--- config.mk ---
export PLATFORM = sky130hd
export DESIGN_NAME = debug_mem_arb
export DESIGN_NICKNAME = d
export VERILOG_FILES = /design/src/rtl/debug_mem_arb.sv
export SDC_FILE = /design/constraint.sdc
export NUM_CORES = 1
export LEC_CHECK = 0
export ABC_CLOCK_PERIOD_IN_PS = 3150
export BUFFER_PORTS_ARGS = -buffer_cell sky130_fd_sc_hd__buf_2
export CORE_AREA = 3 3 113 137
export CTS_CLUSTER_DIAMETER = 60
export DETAILED_ROUTE_END_ITERATION = 10
export DIE_AREA = 0 0 116 140
export GPL_TIMING_DRIVEN = 0
export PLACE_DENSITY = 0.89
export SETUP_SLACK_MARGIN = 0.02
export SKIP_CTS_REPAIR_TIMING = 1
export SLEW_MARGIN = 20
export SYNTH_ARGS = -nofsm -noshare
export SYNTH_HDL_FRONTEND = slang
export SYNTH_SLANG_ARGS = --single-unit
export TNS_END_PERCENT = 10
--- constraint.sdc ---
create_clock -name CLK -period 3.15 [get_ports CLK]
set_clock_uncertainty 0.05 [all_clocks]
set_input_delay 0.1575 -clock CLK [delete_from_list [all_inputs] [get_ports CLK]]
set_output_delay 0.1575 -clock CLK [all_outputs]
set_load 0.05 [all_outputs]
--- src/rtl/debug_mem_arb.sv ---
// debug_mem_arb: two-requester round-robin arbiter onto one shared debug memory port.
// Latency: PVALID rises one edge after a VALID is sampled; READY pulses one edge after PREADY (or timeout).
// Backpressure: requesters hold VALID until their READY pulse; the downstream stalls via PREADY, bounded by TIMEOUT.
//
// Ports:
//   CLK, RST_N                        clock, async active-low reset
//   A_VALID/A_WSTB/A_ADDR/A_WDATA     requester A (abstract command) request; WSTB==0 is a read
//   A_READY/A_RDATA/A_EXCEPT          requester A completion
//   B_*                               requester B (system bus), same shape as A
//   PVALID/PWSTB/PADDR/PWDATA         shared downstream request
//   PREADY/PRDATA/PEXCEPT             shared downstream response
//   BUSY                              transaction in flight (BUSY or DONE state)
//   GRANT                             last/current owner, 0=A 1=B
module debug_mem_arb #(
  parameter int unsigned TIMEOUT = 1023
) (
  input  logic        CLK,
  input  logic        RST_N,

  input  logic        A_VALID,
  input  logic [3:0]  A_WSTB,
  input  logic [31:0] A_ADDR,
  input  logic [31:0] A_WDATA,
  output logic        A_READY,
  output logic [31:0] A_RDATA,
  output logic        A_EXCEPT,

  input  logic        B_VALID,
  input  logic [3:0]  B_WSTB,
  input  logic [31:0] B_ADDR,
  input  logic [31:0] B_WDATA,
  output logic        B_READY,
  output logic [31:0] B_RDATA,
  output logic        B_EXCEPT,

  output logic        PVALID,
  output logic [3:0]  PWSTB,
  output logic [31:0] PADDR,
  output logic [31:0] PWDATA,
  input  logic        PREADY,
  input  logic [31:0] PRDATA,
  input  logic        PEXCEPT,

  output logic        BUSY,
  output logic        GRANT
);

  // With TIMEOUT==0 the counter is never used; keep it one bit wide so it stays a legal vector.
  localparam int unsigned CW = (TIMEOUT > 0) ? $clog2(TIMEOUT + 1) : 1;
  localparam logic [CW-1:0] CNT_LAST = CW'((TIMEOUT > 0) ? (TIMEOUT - 1) : 0);

  typedef enum logic [1:0] {
    ST_IDLE,
    ST_BUSY,
    ST_DONE
  } state_t;

  state_t        state;
  state_t        state_nxt;

  logic          grant_q;
  logic [CW-1:0] cnt;
  logic [3:0]    pwstb_q;
  logic [31:0]   paddr_q;
  logic [31:0]   pwdata_q;
  logic [31:0]   a_rdata_q;
  logic          a_except_q;
  logic [31:0]   b_rdata_q;
  logic          b_except_q;

  logic          any_req;
  logic          pick_b;
  logic          timeout_hit;

  // Next-state and arbitration decode.
  always_comb begin
    state_nxt   = state;
    any_req     = A_VALID || B_VALID;
    // Both requesting: hand the port to whoever did not own it last.
    // Single requester: B_VALID alone selects B, A_VALID alone selects A.
    pick_b      = (A_VALID && B_VALID) ? ~grant_q : B_VALID;
    // PREADY takes priority over the abort in the same cycle.
    timeout_hit = (TIMEOUT != 0) && (cnt == CNT_LAST) && !PREADY;

    case (state)
      ST_IDLE: if (any_req)                state_nxt = ST_BUSY;
      ST_BUSY: if (PREADY || timeout_hit)  state_nxt = ST_DONE;
      ST_DONE:                             state_nxt = ST_IDLE;
      default:                             state_nxt = ST_IDLE;
    endcase
  end

  always_ff @(posedge CLK or negedge RST_N) begin
    if (!RST_N) begin
      state <= ST_IDLE;
    end else begin
      state <= state_nxt;
    end
  end

  // Request latch, completion capture and stall counter.
  always_ff @(posedge CLK or negedge RST_N) begin
    if (!RST_N) begin
      grant_q    <= 1'b1;  // so that A wins the first contention
      cnt        <= '0;
      pwstb_q    <= '0;
      paddr_q    <= '0;
      pwdata_q   <= '0;
      a_rdata_q  <= '0;
      a_except_q <= 1'b0;
      b_rdata_q  <= '0;
      b_except_q <= 1'b0;
    end else begin
      case (state)
        ST_IDLE: begin
          if (any_req) begin
            grant_q  <= pick_b;
            pwstb_q  <= pick_b ? B_WSTB  : A_WSTB;
            paddr_q  <= pick_b ? B_ADDR  : A_ADDR;
            pwdata_q <= pick_b ? B_WDATA : A_WDATA;
            cnt      <= '0;
          end
        end

        ST_BUSY: begin
          if (PREADY) begin
            if (grant_q) begin
              b_rdata_q  <= PRDATA;
              b_except_q <= PEXCEPT;
            end else begin
              a_rdata_q  <= PRDATA;
              a_except_q <= PEXCEPT;
            end
          end else if (timeout_hit) begin
            // Aborted access: report an exception with zero data to the owner.
            if (grant_q) begin
              b_rdata_q  <= '0;
              b_except_q <= 1'b1;
            end else begin
              a_rdata_q  <= '0;
              a_except_q <= 1'b1;
            end
          end else if ((TIMEOUT != 0) && (cnt != CNT_LAST)) begin
            // Saturates by construction: reaching CNT_LAST leaves BUSY.
            cnt <= cnt + 1'b1;
          end
        end

        default: ;
      endcase
    end
  end

  // Status and handshake outputs are pure state decodes, so reset drops them asynchronously.
  assign PVALID   = (state == ST_BUSY);
  assign PWSTB    = pwstb_q;
  assign PADDR    = paddr_q;
  assign PWDATA   = pwdata_q;

  assign A_READY  = (state == ST_DONE) && !grant_q;
  assign B_READY  = (state == ST_DONE) &&  grant_q;
  assign A_RDATA  = a_rdata_q;
  assign A_EXCEPT = a_except_q;
  assign B_RDATA  = b_rdata_q;
  assign B_EXCEPT = b_except_q;

  assign BUSY     = (state != ST_IDLE);
  assign GRANT    = grant_q;

endmodule

; After elaboration in Yosys (flattened, before gate mapping)
; Index checks and enable logic that the tools add are counted.
[word_totals]
ff_bits = 147
[classes]
add_sub_neg = 1
n_eq_ne = 9
muxes = 28
bitwise = 1
reduce_logical = 17
[ops]
columns = operator, n
row1 = two-way mux 32 bit, 10
row2 = two-way mux 10 bit, 4
row3 = case mux 10 bit (2 select lines), 1
row4 = adder 10 x 1 -> 10 bit (second input constant), 1
row5 = == test 10 bit (second input constant), 1
row6 = != test 10 bit (second input constant), 1
row7 = two-way mux 1 bit, 9
row8 = != test 2 bit (second input constant), 3
row9 = AND reduction 3 bit, 2
row10 = nonzero test 2 bit, 3
row11 = AND reduction 5 bit, 1
row12 = logical AND 1 bit, 4
row13 = two-way mux 2 bit, 2
row14 = two-way mux 4 bit, 1
row15 = != test 2 x 1 -> 1 bit (second input constant), 2
row16 = case mux 2 bit (2 select lines), 1
row17 = AND reduction 2 bit, 2
row18 = == test 2 x 1 -> 1 bit (second input constant), 1
row19 = == test 2 bit (second input constant), 1
row20 = logical NOT 1 bit, 2
row21 = logical NOT 2 bit, 1
row22 = logical OR 1 bit, 2
row23 = NOT 1 bit, 1

; Longest topological paths before layout
[logic_depth]
ltp_word = 5
ltp_mapped = 7
depth_no_buf = 6

; Worst setup path before layout
; OpenSTA, ideal clock, no wires.
[synth_path]
path_kind = register -> register
from = reg state[1]
to = reg b_rdata_q[22], in the netlist B_RDATA[22]
setup_ns = 0.122
t_arrival_ns = 1.816
required_ns = 2.978
slack_ns = 1.163
path_stages_with_launch = 8
period_less_slack_ns = 1.987
cell_sequence = dfrtp_1 -> or2b_2 -> inv_1 -> and2_1 -> buf_2 -> o21ai_4 -> buf_6 -> a32o_1
[synth_between]
elab_chain_cells = 2
[synth_lines]
columns = element, line_no
row1 = "start, declared", 58  ; state_t state;
row2 = "start signal, assigned", 97  ; state <= state_nxt;
row3 = == test 2 x 1 -> 1 bit, n/a
row4 = via PVALID, 36  ; output logic PVALID,
row5 = AND reduction 3 bit (no line), n/a
row6 = "end signal, assigned", 111  ; b_rdata_q <= '0;
row7 = "end signal, assigned", 128  ; b_rdata_q <= PRDATA;
row8 = "end signal, assigned", 137  ; b_rdata_q <= '0;
row9 = "end, declared", 68  ; logic [31:0] b_rdata_q;
; The timed path passes the listed nets, and every way through them passes these cells.
; A chain may end at the register's enable or synchronous reset.

; Worst setup path after layout
[layout_path]
from = in A_VALID
to = reg pwdata_q[25], in the netlist PWDATA[25]
[layout_between]
elab_chain_cells = 3
word_cells_on_any_way = 5
cone_classes = 2 x mux / 3 x reduce/logical
[layout_lines]
columns = element, line_no
row1 = "start, declared", 20  ; input logic A_VALID,
row2 = logical AND 1 bit, 81  ; pick_b = (A_VALID && B_VALID) ? ~grant_q : B_VALID;
row3 = two-way mux 1 bit, 81
row4 = two-way mux 32 bit, 120  ; pwdata_q <= pick_b ? B_WDATA : A_WDATA;
row5 = "end signal, assigned", 120
row6 = "end, declared", 65  ; logic [31:0] pwdata_q;
; Parallel ways exist; a longest one is shown, timed or not.

==> reports/results.ini <==
[timing]
maxSlewViolCount=0
worst_slack_ns=0.516
rsz0062_at_grt=false
finalCritPeriodShare_pct=83.6
fin_crit_ns=2.63
max_slew.worst_pin.slew_ns=0.882
fmax_mhz=380
fin_setup_tns_ns=0
setup_viol=0
maxSlewHeadroom_pct=40.8
finalHoldWorstSlack_ns=-0.00991
finalHoldViolCount=12

[routing]
firstDrtPassIters=5
dr_total_vias=5902
antenna_left=0
drt_iter0_markers=454
drc=0
wl_mm=20.9
wl_per_cell_um=19.0
viasPerCell=5.37

[floorplanning]
die_x_um=116
std_cell_rows=48
die_h_um=140
die_area_sq_mm=0.0162
pin_count=313
coreArea_sq_mm=0.0143
start_util_pct=44.6

[synthesis]
synthCells=527
seq_area_frac_synth_pct=57.7
syn-num-nets=703
ys_seq_elements=147
avgSynthCellArea_sq_um=12.1
syn-cell-area_sq_mm=0.00638
synthDistinctLibCells=43
yosysWarnings=0

[power]
power.density_mw_per_mm2=1210
leakage_nw=4.71
peakVddDrop_uv=543

[grt]
grt_max_degree=79
grt_pass1_wl_mm=28.9
antenna_found_initial=0
grt_pass1_vias=5618
overflow=0
grt_usage_pct=23.1

[critical_path]
crit_path_max_fanout=10
timing.critical_path.from=A_VALID
startpoint_type=primary input
critical_path.max_stage_delay_ns=0.57
critPathKind=in -> reg
crit_buf_inv=6
critPathArrivalTime_ns=2.86
worstPathRequired_ns=3.37
rr_startpoint=GRANT
critPathSlowestCell=dlygate4sd3_1
crit_path_cell_trace=dlygate4sd3_1, buf_2, a21boi_0, clkbuf_1, buf_4, buf_4, mux2i_1, dlygate4sd3_1, o21ai_0
crit_family=buffers and inverters
cp-end-kind=flip-flop

[cts]
clk_pin_slew_worst_paths_ns=0.07
cts.sinks=147
tritoncts=yes
clk_latency_ns=0.41
cts_buffer_depth=2
h-tree-depth=4
root_buffer=clkbuf_16
cts_buffers=17

[layout]
drive_above_1_share_pct=41.3
insertedDiodeCount=0
syn_to_final_growth_pct=45.6
layout_common_cells=322 x buf_2, 146 x dfrtp_1, 75 x nand2_1
final_common_cell=buf_2
fin_nets=1088

[placement]
io_buffer_count=311
hpwl_mm=15.1
post-place-ws_ns=0.981
finalWeightedCongestion=0.819

[min_path]
min_path_type=in -> reg
worstHoldStart=A_ADDR[28]

[run_status]
violations=negative hold slack
status=finished, violations left

[flow_run]
max-cap-violations=0

-- cells in the mapped netlist, drive strengths merged --
cell type | instances | area, sq um
a21boi | 1 | 7.51
a21oi | 2 | 10.0
a22oi | 2 | 15.0
a31oi | 1 | 6.26
a32o | 64 | 641
and2 | 2 | 12.5
and3 | 1 | 6.26
and3b | 1 | 8.76
and4 | 2 | 18.8
buf | 21 | 154
clkbuf | 22 | 146
dfrtp | 146 | 3650
dfstp | 1 | 26.3
dlymetal6s4s | 1 | 12.5
ha | 2 | 25.0
inv | 5 | 18.8
mux2i | 69 | 691
nand2 | 75 | 282
nand3 | 4 | 20.0
nand4 | 3 | 33.8
nand4bb | 1 | 11.3
nor2 | 7 | 28.8
nor2b | 1 | 6.26
nor3 | 4 | 31.3
nor3b | 2 | 15.0
o211ai | 4 | 30.0
o21ai | 74 | 393
o311ai | 1 | 8.76
o31ai | 5 | 42.5
o41ai | 1 | 8.76
or2b | 1 | 8.76
or4 | 1 | 8.76
-- where the power goes --
part / switching [mW] / total, mW / internal [mW]
clock network: 0.872 / 1.93 / 1.06
registers: 0.491 / 3.23 / 2.74
logic: 4.53 / 6.04 / 1.51
-- layer usage --
layer	share of wire (%)	GRT usage (%)	up-vias
met4	2.3	6.48	0
met3	7.5	5.49	33
met1	37	26.5	2813
met2	53	42.1	320
met5	0	0	-
li1	-	-	2736
-- logic make-up after synthesis --
family / share of synthesized area [%]
DFF: 57.7
adders and majority gates: 0.392
AOI/OAI and AO/OA: 18.2
and+or+nand+nor: 7.71
buffers and inverters: 5.20
muxes: 10.8
-- area by class of cell --
class	count	area, sq um
clock buffer	18	439
inverter	5	18.8
tap	175	219
timing repair buffer	366	2130
fill	1114	5000
clock inverter	14	118
multi-input combinational	331	2370
buffer	44	313
sequential	147	3680
-- flip-flops by register name, indices dropped and copies added, names as in the netlist, 2 cells and up --
name and cells:
PWSTB 4, B_RDATA 32, A_RDATA 32, PWDATA 32, PADDR 32, state 2
cnt 10
-- path summary, 6_finish.rpt --
kind | endpoint | slack [ns] | cells after the start
worst min-delay path | PADDR[28] | -0.01 | 3
worst max register to register | PWDATA[25] | 0.54 | 7
worst min register to register | PWDATA[0] | 0.43 | 2
worst max-delay path | PWDATA[25] | 0.52 | 9
min in group asynchronous | A_RDATA[30] | 0.28 | 2
max in group asynchronous | PADDR[26] | 1.99 | 3
-- worst min-delay path: cells and delay by family --
kind / cells / cell delay, ns
compound gates: 1 / 0.13
buf+inv: 1 / 0.07
mux: 1 / 0.05
-- stage by stage --
step	power (mW)	instance area [sq um]	hold WS (ns)	util, %	instances
finish	11.2	9290	-0.00991	65.0	1100
global route	11.7	9290	0.000243	65.0	1100
CTS	11.1	8750	-0.344	61.2	1046
detailed placement	9.20	8190	0.101	57.3	1014
global placement	9.05	8160	0.305	57.1	1013
floorplan	7.57	6380	-0.188	-	527
No activity file was read; power rests on OpenSTA's default activity.
